[src/rtl/ahb_pkg.sv]
// Shared AHB definitions: transfer encodings, master IDs, response codes and
// the master-select decode used by every 3:1 mux in this block.
package ahb_pkg;

  typedef enum logic [1:0] {
    HTRANS_IDLE   = 2'b00,
    HTRANS_BUSY   = 2'b01,
    HTRANS_NONSEQ = 2'b10,
    HTRANS_SEQ    = 2'b11
  } htrans_e;

  typedef enum logic [1:0] {
    MST_M1   = 2'b00,
    MST_M2   = 2'b01,
    MST_M3   = 2'b10,
    MST_NONE = 2'b11
  } mst_id_e;

  localparam logic HRESP_OKAY  = 1'b0;
  localparam logic HRESP_ERROR = 1'b1;

  // One-hot decode of a master ID; MST_NONE selects nothing.
  function automatic logic [2:0] mst_sel(input logic [1:0] id);
    case (id)
      MST_M1:  return 3'b001;
      MST_M2:  return 3'b010;
      MST_M3:  return 3'b100;
      default: return 3'b000;
    endcase
  endfunction

  // NONSEQ and SEQ carry a real data phase; IDLE and BUSY do not.
  function automatic logic is_real_trans(input logic [1:0] t);
    return (t == HTRANS_NONSEQ) || (t == HTRANS_SEQ);
  endfunction

endpackage

[src/rtl/ahb_master_mux_if.sv]
// Bus bundle around the master mux. The "slave" modport is the mux itself
// (it receives the masters' signals); the "master" modport is everything
// around it: the three masters, the arbiter and the shared slave.
// Handshake: a transfer phase completes on a rising hclk edge where
// hready=1; with hready=0 every phase (address and data) is stretched and
// the data-phase owner does not change.
interface ahb_master_mux_if #(
  parameter int ADDR_W = 32,
  parameter int DATA_W = 32
);
  logic [1:0]        hmaster;
  logic [ADDR_W-1:0] haddr1, haddr2, haddr3;
  logic [1:0]        htrans1, htrans2, htrans3;
  logic              hwrite1, hwrite2, hwrite3;
  logic [2:0]        hsize1, hsize2, hsize3;
  logic [2:0]        hburst1, hburst2, hburst3;
  logic [DATA_W-1:0] hwdata1, hwdata2, hwdata3;
  logic              hready;
  logic              hresp;
  logic [DATA_W-1:0] hrdata_s;

  logic [ADDR_W-1:0] haddr;
  logic [1:0]        htrans;
  logic              hwrite;
  logic [2:0]        hsize;
  logic [2:0]        hburst;
  logic [DATA_W-1:0] hwdata;
  logic [DATA_W-1:0] hrdata;
  logic              hready_m;
  logic              hresp_m;
  logic [1:0]        hmaster_dp;
  logic              dp_active;
  logic              hdone1, hdone2, hdone3;

  modport slave (
    input  hmaster,
    input  haddr1, haddr2, haddr3, htrans1, htrans2, htrans3,
    input  hwrite1, hwrite2, hwrite3, hsize1, hsize2, hsize3,
    input  hburst1, hburst2, hburst3, hwdata1, hwdata2, hwdata3,
    input  hready, hresp, hrdata_s,
    output haddr, htrans, hwrite, hsize, hburst, hwdata,
    output hrdata, hready_m, hresp_m, hmaster_dp, dp_active,
    output hdone1, hdone2, hdone3
  );

  modport master (
    output hmaster,
    output haddr1, haddr2, haddr3, htrans1, htrans2, htrans3,
    output hwrite1, hwrite2, hwrite3, hsize1, hsize2, hsize3,
    output hburst1, hburst2, hburst3, hwdata1, hwdata2, hwdata3,
    output hready, hresp, hrdata_s,
    input  haddr, htrans, hwrite, hsize, hburst, hwdata,
    input  hrdata, hready_m, hresp_m, hmaster_dp, dp_active,
    input  hdone1, hdone2, hdone3
  );
endinterface

[src/rtl/ahb_mux3.sv]
// Width-parameterised 3:1 mux keyed by a master ID; ID 2'b11 gives zero.
module ahb_mux3
  import ahb_pkg::*;
#(
  parameter int W = 32
) (
  input  logic [1:0]   sel_i,
  input  logic [W-1:0] d0_i,
  input  logic [W-1:0] d1_i,
  input  logic [W-1:0] d2_i,
  output logic [W-1:0] y_o
);

  logic [2:0] oh;

  // AND-OR select so the unselected/none case is naturally all-zero.
  always_comb begin
    oh  = mst_sel(sel_i);
    y_o = ({W{oh[0]}} & d0_i) | ({W{oh[1]}} & d1_i) | ({W{oh[2]}} & d2_i);
  end

endmodule

[src/rtl/ahb_master_mux.sv]
// AHB master-side mux behind the arbiter. Address/control follow hmaster
// directly; write data follows a data-phase copy of hmaster that advances
// only on hready, keeping hwdata aligned with the pipelined address phase.
module ahb_master_mux
  import ahb_pkg::*;
#(
  parameter int ADDR_W = 32,
  parameter int DATA_W = 32
) (
  input  logic          hclk,
  input  logic          hresetn,
  ahb_master_mux_if.slave bus
);

  localparam int CTRL_W = ADDR_W + 2 + 1 + 3 + 3;

  logic [CTRL_W-1:0] ctrl1, ctrl2, ctrl3, ctrl_bus;
  logic [DATA_W-1:0] wdata_sel;

  logic [1:0] hmaster_dp_q, hmaster_dp_d;
  logic       dp_active_q, dp_active_d;
  logic       dp_write_q, dp_write_d;
  logic [2:0] hdone_q, hdone_d;

  assign ctrl1 = {bus.haddr1, bus.htrans1, bus.hwrite1, bus.hsize1, bus.hburst1};
  assign ctrl2 = {bus.haddr2, bus.htrans2, bus.hwrite2, bus.hsize2, bus.hburst2};
  assign ctrl3 = {bus.haddr3, bus.htrans3, bus.hwrite3, bus.hsize3, bus.hburst3};

  ahb_mux3 #(.W(CTRL_W)) u_ctrl_mux (
    .sel_i (bus.hmaster),
    .d0_i  (ctrl1),
    .d1_i  (ctrl2),
    .d2_i  (ctrl3),
    .y_o   (ctrl_bus)
  );

  assign {bus.haddr, bus.htrans, bus.hwrite, bus.hsize, bus.hburst} = ctrl_bus;

  ahb_mux3 #(.W(DATA_W)) u_wdata_mux (
    .sel_i (hmaster_dp_q),
    .d0_i  (bus.hwdata1),
    .d1_i  (bus.hwdata2),
    .d2_i  (bus.hwdata3),
    .y_o   (wdata_sel)
  );

  // Write data is only driven during a real write data phase.
  assign bus.hwdata = (dp_active_q && dp_write_q) ? wdata_sel : '0;

  assign bus.hrdata   = bus.hrdata_s;
  assign bus.hready_m = bus.hready;
  assign bus.hresp_m  = bus.hresp;

  assign bus.hmaster_dp = hmaster_dp_q;
  assign bus.dp_active  = dp_active_q;
  assign bus.hdone1     = hdone_q[0];
  assign bus.hdone2     = hdone_q[1];
  assign bus.hdone3     = hdone_q[2];

  // Data-phase next state: advance on hready, flag OKAY completions.
  always_comb begin
    hmaster_dp_d = hmaster_dp_q;
    dp_active_d  = dp_active_q;
    dp_write_d   = dp_write_q;
    hdone_d      = {3{bus.hready & dp_active_q & (bus.hresp == HRESP_OKAY)}}
                   & mst_sel(hmaster_dp_q);
    if (bus.hready) begin
      hmaster_dp_d = bus.hmaster;
      dp_active_d  = is_real_trans(bus.htrans);
      dp_write_d   = bus.hwrite;
    end
  end

  // Data-phase state registers with asynchronous reset.
  always_ff @(posedge hclk or negedge hresetn) begin
    if (!hresetn) begin
      hmaster_dp_q <= MST_M1;
      dp_active_q  <= 1'b0;
      dp_write_q   <= 1'b0;
      hdone_q      <= 3'b000;
    end else begin
      hmaster_dp_q <= hmaster_dp_d;
      dp_active_q  <= dp_active_d;
      dp_write_q   <= dp_write_d;
      hdone_q      <= hdone_d;
    end
  end

endmodule

[src/flat_wrapper.sv]
// flat-port wrapper written by rule: the top's interface ports become plain ports
module ahb_master_mux_flat import ahb_pkg::*;
#(
  parameter int ADDR_W = 32,
  parameter int DATA_W = 32
)
  (hclk, hresetn, bus_hmaster, bus_haddr1, bus_haddr2, bus_haddr3, bus_htrans1, bus_htrans2, bus_htrans3, bus_hwrite1, bus_hwrite2, bus_hwrite3, bus_hsize1, bus_hsize2, bus_hsize3, bus_hburst1, bus_hburst2, bus_hburst3, bus_hwdata1, bus_hwdata2, bus_hwdata3, bus_hready, bus_hresp, bus_hrdata_s, bus_haddr, bus_htrans, bus_hwrite, bus_hsize, bus_hburst, bus_hwdata, bus_hrdata, bus_hready_m, bus_hresp_m, bus_hmaster_dp, bus_dp_active, bus_hdone1, bus_hdone2, bus_hdone3);
  ahb_master_mux_if #(.ADDR_W(ADDR_W), .DATA_W(DATA_W)) bus_i ();
  input  logic hclk;
  input  logic hresetn;
  input wire logic [$bits(bus_i.hmaster)-1:0] bus_hmaster;
  input wire logic [$bits(bus_i.haddr1)-1:0] bus_haddr1;
  input wire logic [$bits(bus_i.haddr2)-1:0] bus_haddr2;
  input wire logic [$bits(bus_i.haddr3)-1:0] bus_haddr3;
  input wire logic [$bits(bus_i.htrans1)-1:0] bus_htrans1;
  input wire logic [$bits(bus_i.htrans2)-1:0] bus_htrans2;
  input wire logic [$bits(bus_i.htrans3)-1:0] bus_htrans3;
  input wire logic [$bits(bus_i.hwrite1)-1:0] bus_hwrite1;
  input wire logic [$bits(bus_i.hwrite2)-1:0] bus_hwrite2;
  input wire logic [$bits(bus_i.hwrite3)-1:0] bus_hwrite3;
  input wire logic [$bits(bus_i.hsize1)-1:0] bus_hsize1;
  input wire logic [$bits(bus_i.hsize2)-1:0] bus_hsize2;
  input wire logic [$bits(bus_i.hsize3)-1:0] bus_hsize3;
  input wire logic [$bits(bus_i.hburst1)-1:0] bus_hburst1;
  input wire logic [$bits(bus_i.hburst2)-1:0] bus_hburst2;
  input wire logic [$bits(bus_i.hburst3)-1:0] bus_hburst3;
  input wire logic [$bits(bus_i.hwdata1)-1:0] bus_hwdata1;
  input wire logic [$bits(bus_i.hwdata2)-1:0] bus_hwdata2;
  input wire logic [$bits(bus_i.hwdata3)-1:0] bus_hwdata3;
  input wire logic [$bits(bus_i.hready)-1:0] bus_hready;
  input wire logic [$bits(bus_i.hresp)-1:0] bus_hresp;
  input wire logic [$bits(bus_i.hrdata_s)-1:0] bus_hrdata_s;
  output wire logic [$bits(bus_i.haddr)-1:0] bus_haddr;
  output wire logic [$bits(bus_i.htrans)-1:0] bus_htrans;
  output wire logic [$bits(bus_i.hwrite)-1:0] bus_hwrite;
  output wire logic [$bits(bus_i.hsize)-1:0] bus_hsize;
  output wire logic [$bits(bus_i.hburst)-1:0] bus_hburst;
  output wire logic [$bits(bus_i.hwdata)-1:0] bus_hwdata;
  output wire logic [$bits(bus_i.hrdata)-1:0] bus_hrdata;
  output wire logic [$bits(bus_i.hready_m)-1:0] bus_hready_m;
  output wire logic [$bits(bus_i.hresp_m)-1:0] bus_hresp_m;
  output wire logic [$bits(bus_i.hmaster_dp)-1:0] bus_hmaster_dp;
  output wire logic [$bits(bus_i.dp_active)-1:0] bus_dp_active;
  output wire logic [$bits(bus_i.hdone1)-1:0] bus_hdone1;
  output wire logic [$bits(bus_i.hdone2)-1:0] bus_hdone2;
  output wire logic [$bits(bus_i.hdone3)-1:0] bus_hdone3;
  assign bus_i.hmaster = bus_hmaster;
  assign bus_i.haddr1 = bus_haddr1;
  assign bus_i.haddr2 = bus_haddr2;
  assign bus_i.haddr3 = bus_haddr3;
  assign bus_i.htrans1 = bus_htrans1;
  assign bus_i.htrans2 = bus_htrans2;
  assign bus_i.htrans3 = bus_htrans3;
  assign bus_i.hwrite1 = bus_hwrite1;
  assign bus_i.hwrite2 = bus_hwrite2;
  assign bus_i.hwrite3 = bus_hwrite3;
  assign bus_i.hsize1 = bus_hsize1;
  assign bus_i.hsize2 = bus_hsize2;
  assign bus_i.hsize3 = bus_hsize3;
  assign bus_i.hburst1 = bus_hburst1;
  assign bus_i.hburst2 = bus_hburst2;
  assign bus_i.hburst3 = bus_hburst3;
  assign bus_i.hwdata1 = bus_hwdata1;
  assign bus_i.hwdata2 = bus_hwdata2;
  assign bus_i.hwdata3 = bus_hwdata3;
  assign bus_i.hready = bus_hready;
  assign bus_i.hresp = bus_hresp;
  assign bus_i.hrdata_s = bus_hrdata_s;
  assign bus_haddr = bus_i.haddr;
  assign bus_htrans = bus_i.htrans;
  assign bus_hwrite = bus_i.hwrite;
  assign bus_hsize = bus_i.hsize;
  assign bus_hburst = bus_i.hburst;
  assign bus_hwdata = bus_i.hwdata;
  assign bus_hrdata = bus_i.hrdata;
  assign bus_hready_m = bus_i.hready_m;
  assign bus_hresp_m = bus_i.hresp_m;
  assign bus_hmaster_dp = bus_i.hmaster_dp;
  assign bus_dp_active = bus_i.dp_active;
  assign bus_hdone1 = bus_i.hdone1;
  assign bus_hdone2 = bus_i.hdone2;
  assign bus_hdone3 = bus_i.hdone3;
  ahb_master_mux #(.ADDR_W(ADDR_W), .DATA_W(DATA_W)) u_core (.hclk(hclk), .hresetn(hresetn), .bus(bus_i));
endmodule
[config.mk]
export PLATFORM = sky130hd
export DESIGN_NAME = ahb_master_mux_flat
export DESIGN_NICKNAME = d
export VERILOG_FILES = /design/src/rtl/ahb_pkg.sv /design/src/rtl/ahb_master_mux_if.sv /design/src/rtl/ahb_mux3.sv /design/src/rtl/ahb_master_mux.sv /design/src/flat_wrapper.sv
export SDC_FILE = /design/constraint.sdc
export NUM_CORES = 1
export LEC_CHECK = 0
export ABC_CLOCK_PERIOD_IN_PS = 1200
export BUFFER_PORTS_ARGS = -buffer_cell sky130_fd_sc_hd__buf_2
export CAP_MARGIN = 15
export CORE_AREA = 2 2 144 146
export DETAILED_ROUTE_END_ITERATION = 12
export DIE_AREA = 0 0 146 148
export GPL_ROUTABILITY_DRIVEN = 0
export SLEW_MARGIN = 0
export SYNTH_ARGS = -nofsm -noshare
export SYNTH_HDL_FRONTEND = slang
export SYNTH_SLANG_ARGS = --single-unit
[constraint.sdc]
create_clock -name hclk -period 1.2 [get_ports hclk]
set_input_delay 0.12 -clock hclk [delete_from_list [all_inputs] [get_ports hclk]]
set_output_delay 0.12 -clock hclk [all_outputs]
set_load 0.01 [all_outputs]
==> impl_metrics.toml, run 1 <==
[clock_tree]
cts_tree = "yes"
cts_max_path_buffers = 2
cts_buffers = 3
cts_sinks = 7
h-tree-depth = 1
clk_root_buffer_cell = "clkbuf_16"
clk_pin_slew_ns = 0.04
clk_latency_ns = 0.23

[grt]
globalRouteMet3Util = 0.0210
grt_pass1_wl_mm = 16.8
grtUsageMet2 = 0.188
top_usage_layer = "met2"
antenna_found_initial = 0
grt_pass1_vias = 3277
grtUsageMet1 = 0.106
grt_usage = 0.0945
grt_max_degree = 43
overflow = 0

[logic_synthesis]
syn-num-nets = 600
ys_ff_latch = 7
yosys_warnings = 0
synth_area_um2 = 2520
syn_area_per_cell_um2 = 7.35
syn_inst = 343
yosysSeqAreaShare = 0.0694
ys_types = 23

[place]
port_buffers = 305
pre_cts_ws_ns = -0.282
dp_hpwl_mm = 9.78

[floorplanning]
core_um2 = 20000
fp.dieH_um = 148
die_w_um = 146
die_area_um2 = 21600
pin_count = 370
initial_core_util = 0.126
num_rows = 52

[drt]
drc = 0
drtAntennaViolNets = 0
wl_mm = 11.8
vias = 3479
drtPass1Iterations = 4
drt_iter0_drc = 70
wire_per_inst_um = 13.2
vias_per_cell = 3.89

[flow_run]
drv_cap = 0

[sta]
clock_skew_ns = 0.00333
setup_viol = 34
timing.final.crit_share = 1.42
slew-limit-headroom = 0.808
whs_ns = 0.166
setup_ws_ns = -0.502
final_max_slew_viol_count = 0
rsz0062_at_grt = "yes"
fin_crit_ns = 1.70
hold_violations = 0
fmax_mhz = 588
tightest_slew_ns = 0.288

[final_layout]
final_util = 0.251
drive_gt1_frac = 0.715
antenna_cells = 0
area_growth_pct = 99.1
nets = 883

[power_and_ir_drop]
cellPowerDensity_nw_per_um2 = 615
power.leakage_nw = 2.45
power_mw = 3.09
worst_ir_drop_vdd_mv = 0.486

[hold_path]
hold_start = "bus_hwrite3"
hold_class = "input pin to flop"
holdPathStages = 3

[worst_setup_path]
cp.required_ns = 1.08
crit_type = "flop to output port"
crit_start = "u_core.bus.hmaster_dp[1]"
worst_setup_path_start_kind = "flop"
r2r_cells = 3
rr_startpoint = "u_core.bus.hmaster_dp[1]"
arrival_ns = 1.58
critPathCaptureType = "output port"
path_max_fanout = 6

[outcome]
violations = "negative setup slack"
status = "finished, violations left"
cell usage after synthesis:
library cell,n,share of area
a211oi_1,44,0.13
nand2_1,43,0.064
buf_4,41,0.12
mux2i_1,41,0.16
o21ai_0,39,0.077
nand2b_1,32,0.079
nor2b_1,32,0.079
a211oi_2,20,0.099
clkbuf_1,11,0.016
buf_2,10,0.020
buf_6,7,0.031
dfrtp_1,7,0.069
a31oi_1,2,0.0050
mux2_2,2,0.0089
nor2_1,2,0.0030
nor3b_1,2,0.0060
or2_1,2,0.0050
buf_1,1,0.0015
buf_12,1,0.0079
nand2_2,1,0.0025
nand3b_1,1,0.0030
nor2b_2,1,0.0035
nor3_1,1,0.0020
worst max-delay path, cell delays in order (launching register included):
cell and delay [ns]:
dfrtp_4 0.53, buf_8 0.17, clkbuf_16 0.15, nand2b_1 0.14, a211oi_2 0.20, buf_2 0.16
cell families after synthesis:
family,Yosys count,share of synthesized area
AO/OA/AOI/OAI,105,0.313
buffers and inverters,71,0.199
flip-flops,7,0.0694
multiplexers,43,0.172
AND/OR/NAND/NOR,117,0.248
cell usage in the layout (no fill, tap or decap), drive strengths merged:
cell type and count:
nand2 44, nand3b 1, a211oi 64, clkbuf 5, nor3b 2, o21ai 39
nor3 1, a31oi 2, nand2b 32, mux2 2, dlygate4sd3 1, buf 347
nor2b 33, or2 2, dfrtp 7, nor2 2, mux2i 41
flip-flops by register name, indices dropped and copies added, names as in the netlist:
name / flops
u_core.bus.dp_active: 1
u_core.bus.hmaster_dp: 2
u_core.dp_write_q: 1
u_core.hdone_q: 3
final cells by class:
| cell class | instances | area, um^2 |
|---|---|---|
| fillers | 2215 | 15000 |
| flip-flops and latches | 7 | 183 |
| multi-input cells | 265 | 2390 |
| repair buffers | 349 | 2030 |
| clock buffers | 4 | 78.8 |
| well taps | 270 | 338 |
stage by stage:
stage	TNS [ns]	cell area, um^2	instances
floorplan	-1.17	3040	343
global placement	-6.60	4750	884
detailed placement	-7.19	4750	884
CTS	-15.08	4870	890
global route	-16.77	5020	895
finish	-14.24	5020	895
metal layers:
layer,share of wire,up-vias
li1,-,1728
met1,0.39,1522
met2,0.51,227
met3,0.094,2
met4,0.0015,0
met5,0,-
final timing paths:
| path | end | slack [ns] |
|---|---|---|
| worst min register to register | u_core.dp_write_q | 0.66 |
| min in group asynchronous | u_core.bus.dp_active | 0.27 |
| worst max register to register | u_core.bus.hmaster_dp[1] | -0.03 |
| worst max-delay path | bus_hwdata[10] | -0.50 |
| worst min-delay path | u_core.dp_write_q | 0.17 |
| max in group asynchronous | u_core.bus.hmaster_dp[1] | 0.75 |
power by group:
part | internal, mW | switching (mW) | total, mW | leakage [nW]
Sequential | 0.259 | 0.0248 | 0.284 | 0.0864
Clock | 0.442 | 0.123 | 0.565 | 0.0382
Combinational | 1.14 | 1.10 | 2.24 | 2.33
timing repair:
item,4_1_cts,5_1_grt
pin swaps,2,2
setup buffers,1,2
endpoints found under the setup margin,34,36
cloned,0,3
gates resized for setup,4,24
hold buffers,1,0
endpoints found under the hold margin,7,0
Power figures use the tool's default switching activity.
==> inputs of run 2 (changes only) <==
- CORE_AREA: 2 2 144 146 -> 2 2 143 145
- DIE_AREA: 0 0 146 148 -> 0 0 145 147
- REMOVE_ABC_BUFFERS: unset -> 1
- SYNTH_HIERARCHICAL: unset -> 1
==> impl_metrics.toml, run 2 <==
[floorplanning]
pin_count = 370
fp.dieH_um = 147
die_w_um = 145
core_um2 = 19800
die_area_um2 = 21300
initial_core_util = 0.138
num_rows = 52

[worst_setup_path]
arrival_ns = 1.49
crit_type = "flop to output port"
critPathCaptureType = "output port"
cp.required_ns = 1.08
worst_setup_path_start_kind = "flop"
path_max_fanout = 17

[logic_synthesis]
yosysSeqAreaShare = 0.0641
synth_area_leaders = "o2bb2ai_2 (27%), mux2i_1 (27%), buf_4 (9.6%)"
ys_types = 15
synthMuxAreaShare = 0.284
ys.flop_type = "dfrtp_1"
ys_async_sr_fraction = 1.00
ys_ff_latch = 7
synth_commonest_cells = "mux2i_1 (73), o2bb2ai_2 (50), buf_4 (35)"
synth_adder_area_share = 0
syn_inst = 262
synth-simple-area-share = 0.0944
synth_area_leader_cell = "o2bb2ai_2"
synth_edf_count = 0
synth_top_area_frac = 0.275
synth_compound_area_frac = 0.349
synth-xor-area-share = 0
syn_area_per_cell_um2 = 10.4
yosys_warnings = 6
yosysMostFrequentCell = "mux2i_1"
synth_area_um2 = 2730
synth_top_family_by_area = "compound AO/OA/AOI/OAI gates"

[power_and_ir_drop]
power.leakage_nw = 2.52
comb_power_share = 0.680
power_frac_seq = 0.104
cellPowerDensity_nw_per_um2 = 575
p_sw_frac = 0.373
p_clk_frac = 0.216
power_mw = 2.65
p_switching_uw = 988
worst_ir_drop_vdd_mv = 0.527
p_int_mw = 1.66

[drt]
drc = 0
drt_iter0_drc = 91
vias_per_cell = 3.95
drtAntennaViolNets = 0
wire_per_inst_um = 14.7
wl_mm = 11.9
drtPass1Iterations = 4
vias = 3206

[grt]
overflow = 0
grtUsageMet1 = 0.112
grt_max_degree = 35
grt_pass1_wl_mm = 17.3
top_usage_layer = "met2"
grt_pass1_vias = 3310
grtUsageMet2 = 0.173
antenna_found_initial = 0
grt_usage = 0.101
globalRouteMet3Util = 0.0562

[clock_tree]
cts_tree = "yes"
cts_buffers = 3
h-tree-depth = 1
clk_root_buffer_cell = "clkbuf_16"
clk_latency_ns = 0.23
cts_max_path_buffers = 2
clk_pin_slew_ns = 0.04
cts_sinks = 7

[sta]
tightest_slew_ns = 0.256
tns_ns = -12.24
rsz0062_at_grt = "yes"
slew-limit-headroom = 0.824
final_max_slew_viol_count = 0
setup_ws_ns = -0.411
hold_violations = 0
timing.final.crit_share = 1.34
clock_skew_ns = 0.000575
setup_viol = 32
fmax_mhz = 621
fin_crit_ns = 1.61

[final_layout]
fillCellCount = 2146
antenna_cells = 0
top_register = "u_core/hdone_q"
layout_common_cells = "buf_2 (303), mux2i_1 (69), o2bb2ai_2 (49), and3_1 (32)"
finish.instance_area_um2 = 4620
layout_commonest_cell = "buf_2"
largest_reg_flops = 3
area_growth_pct = 69.0
drive_gt1_frac = 0.753
nets = 800
final_cells = 812

[place]
place_area_um2 = 4390
pre_cts_ws_ns = -0.181
dp_hpwl_mm = 10.1
dp_cells = 798
port_buffers = 305

[outcome]
status = "finished, violations left"
violations = "negative setup slack"

[hold_path]
hold_class = "input pin to flop"

[flow_run]
drv_cap = 0
run 2: changes by cell type after synthesis, moves of 39 or more:
cell       previous run  this run
a211oi_1             44         0
nand2_1              43         0
o2bb2ai_2             0        50
o21ai_0              39         0
run 2: repair_timing:
item / CTS / global route
cloned: 1 / 0
setup endpoints to repair: 34 / 36
hold buffers: 1 / 0
resized for setup: 4 / 5
pin swaps: 1 / 3
buffers inserted: 1 / 7
endpoints found under the hold margin: 7 / 0
run 2: critical path, cell delays in order (launching register included):
cell and delay (ns):
dfrtp_2 0.43, buf_12 0.19, mux2i_2 0.24, o2bb2ai_2 0.08, and3_1 0.17, buf_2 0.13
run 2: power groups by stage:
stage | logic (mW) | clock network, mW | registers (mW)
6_report | 1.80 | 0.572 | 0.277
5_1_grt | 1.95 | 0.597 | 0.280
4_1_cts | 1.78 | 0.585 | 0.278
3_5_place_dp | 1.73 | 0 | 0.280
3_3_place_gp | 1.71 | 0 | 0.280
2_1_floorplan | 0.666 | 0 | 0.378
run 2: kinds of logic after synthesis:
| logic type | count (synthesis) |
|---|---|
| buf+inv | 67 |
| flops | 7 |
| mux | 77 |
| simple gates | 38 |
| compound gates | 73 |
run 2: routing by layer:
layer,vias to the layer above,wire [um]
met1,1455,4620
met3,8,1490
met4,2,29
li1,1546,-
met2,195,5680
met5,-,98
run 2: layout make-up:
class                   instances  area, um^2  share of cell area
clock buffers                   3        75.1              0.0163
clock inverters                 1        5.00             0.00108
multi-input cells             188        2010               0.436
flip-flops and latches          7         176              0.0382
well taps                     270         338              0.0732
repair buffers                343        2010               0.435
run 2: final timing paths:
check,slack (ns),cells after the start,from,end
min in group asynchronous,0.27,2,hresetn,u_core/hdone_q[1]
min,0.12,2,bus_hresp,u_core/hdone_q[0]
max in group asynchronous,0.76,2,hresetn,u_core/bus.hmaster_dp[0]
max,-0.41,5,u_core/bus.hmaster_dp[0],bus_hwdata[9]
min reg2reg,0.57,1,u_core/bus.dp_active,u_core/bus.dp_active
max reg2reg,0.15,2,u_core/bus.hmaster_dp[0],u_core/bus.hmaster_dp[0]
run 2: metrics by stage:
stage | hold slack, ns | utilization
after floorplan | -0.176 | -
after global placement | -0.0308 | 0.221
after detailed placement | -0.0292 | 0.221
after CTS | 0.117 | 0.228
after global routing | 0.134 | 0.233
final | 0.115 | 0.233
==> inputs of run 3 (changes only) <==
- ABC_AREA: unset -> 1
- CORE_AREA: 2 2 143 145 -> 2 2 145 147
- DIE_AREA: 0 0 145 147 -> 0 0 147 149
==> impl_metrics.toml, run 3 <==
[clock_tree]
cts_sinks = 7
clk_pin_slew_ns = 0.04
clk_root_buffer_cell = "clkbuf_16"
cts_buffers = 3
cts_tree = "yes"
h-tree-depth = 1
cts_max_path_buffers = 2
clk_latency_ns = 0.23

[logic_synthesis]
syn_inst = 467
synth_top_area_frac = 0.416
syn_area_per_cell_um2 = 5.67
yosys_warnings = 6
ys_types = 14
synth_area_leader_cell = "nand3_1"
ys_ff_latch = 7
synth_commonest_cells = "nand3_1 (220), nand2_1 (80), buf_4 (38)"
yosysMostFrequentCell = "nand3_1"
ys_async_sr_fraction = 1.00
yosysSeqAreaShare = 0.0661
synth_area_leaders = "nand3_1 (42%), nand2_1 (11%), buf_4 (11%)"
synth_edf_count = 0
synth_area_um2 = 2650
ys.flop_type = "dfrtp_1"

[sta]
clock_skew_ns = 0.00228
whs_ns = 0.200
timing.final.crit_share = 1.35
setup_ws_ns = -0.421
fin_crit_ns = 1.62
final_max_slew_viol_count = 0
tightest_slew_ns = 0.262
slew-limit-headroom = 0.826
fmax_mhz = 617
hold_violations = 0
setup_viol = 32
rsz0062_at_grt = "yes"
tns_ns = -12.12

[worst_setup_path]
critPathCaptureType = "output port"
arrival_ns = 1.50
crit_type = "flop to output port"
path_max_fanout = 8
worst_setup_path_start_kind = "flop"
cp.required_ns = 1.08
r2r_cells = 5

[drt]
drc = 0
wire_per_inst_um = 13.8
wl_mm = 13.9
drtPass1Iterations = 4
drtAntennaViolNets = 0
vias_per_cell = 4.28
drt_iter0_drc = 129
vias = 4287

[floorplanning]
die_area_um2 = 21900
pin_count = 370
initial_core_util = 0.129
die_w_um = 147
fp.dieH_um = 149
num_rows = 53
core_um2 = 20600

[place]
place_area_um2 = 4240
dp_hpwl_mm = 11.2
port_buffers = 305

[grt]
overflow = 0
grt_pass1_vias = 3978
antenna_found_initial = 0
grt_usage = 0.111
grt_max_degree = 43
grt_pass1_wl_mm = 19.6

[outcome]
status = "finished, violations left"
violations = "negative setup slack"

[final_layout]
nets = 984
antenna_cells = 0
final_util = 0.215
layout_common_cells = "buf_2 (302), nand3_1 (217), nand2_1 (76), inv_1 (34), nor2_2 (27)"
layout_commonest_cell = "buf_2"
largest_reg_flops = 3
area_growth_pct = 66.9
top_register = "u_core/hdone_q"
finish.instance_area_um2 = 4420
drive_gt1_frac = 0.526

[power_and_ir_drop]
cellPowerDensity_nw_per_um2 = 579
comb_power_share = 0.676
p_int_mw = 1.50
p_sw_frac = 0.414
worst_ir_drop_vdd_mv = 0.347
p_clk_frac = 0.219
power_mw = 2.56
power_frac_seq = 0.105
power.leakage_nw = 2.48
p_switching_mw = 1.06

[flow_run]
drv_cap = 0

[hold_path]
hold_class = "input pin to flop"
holdPathStages = 4
==> run 3: through the flow <==
step / cells / setup WS [ns]
floorplan: 390 / -0.655
global placement: 994 / -0.200
detailed placement: 994 / -0.207
CTS: 999 / -0.436
global route: 1001 / -0.491
finish: 1001 / -0.421
==> run 3: worst max-delay path, stage by stage, from the launching register on <==
cell and delay, ns:
dfrtp_1 0.40, buf_12 0.15, inv_4 0.09, buf_12 0.13, nand3_1 0.10, nand3_1 0.11
inv_1 0.07, nor2_2 0.10, buf_2 0.13
==> run 3: area by class of cell <==
| type | count | area (um^2) |
|---|---|---|
| repair buffers | 332 | 1950 |
| well taps | 275 | 344 |
| clock buffers | 4 | 78.8 |
| flip-flops and latches | 7 | 176 |
| fillers | 2333 | 16100 |
| inverters | 41 | 156 |
| multi-input cells | 342 | 1710 |
==> run 3: final timing paths <==
kind / startpoint / endpoint / slack, ns
max in group asynchronous: hresetn / u_core/bus.hmaster_dp[0] / 0.75
min in group asynchronous: hresetn / u_core/hdone_q[0] / 0.27
hold reg to reg: u_core/dp_write_q / u_core/dp_write_q / 0.53
setup reg to reg: u_core/bus.hmaster_dp[1] / u_core/hdone_q[0] / 0.20
hold / removal: bus_hresp / u_core/hdone_q[2] / 0.20
setup / recovery: u_core/bus.hmaster_dp[1] / bus_hwdata[28] / -0.42
==> run 3: cell families after synthesis <==
family,count (synthesis),share of synthesized area
simple gates,338,0.630
flops,7,0.0661
buf+inv,118,0.296
compound gates,4,0.00756
==> run 3: what timing repair did <==
action,4_1_cts,5_1_grt
setup endpoints to repair,32,34
hold buffers,1,0
gates resized for setup,9,8
gates cloned,0,1
buffers inserted,0,1
hold endpoints to repair,7,0
==> run 3: per-layer routing <==
metal  up-vias  global-route usage  routed length (um)
met5         -              0.0250                  62
met1      1916               0.126                5320
met2       317               0.190                6340
li1       2030                   -                   -
met4         2              0.0322                 310
met3        22              0.0446                1830
==> run 3: power groups by stage <==
stage                     sequential (mW)  clock, mW  combinational, mW
after detailed placement            0.272          0               1.67
after CTS                           0.269      0.573               1.70
after global placement              0.270          0               1.67
final                               0.269      0.560               1.73
after floorplan                     0.320          0              0.653
after global routing                0.272      0.587               1.89
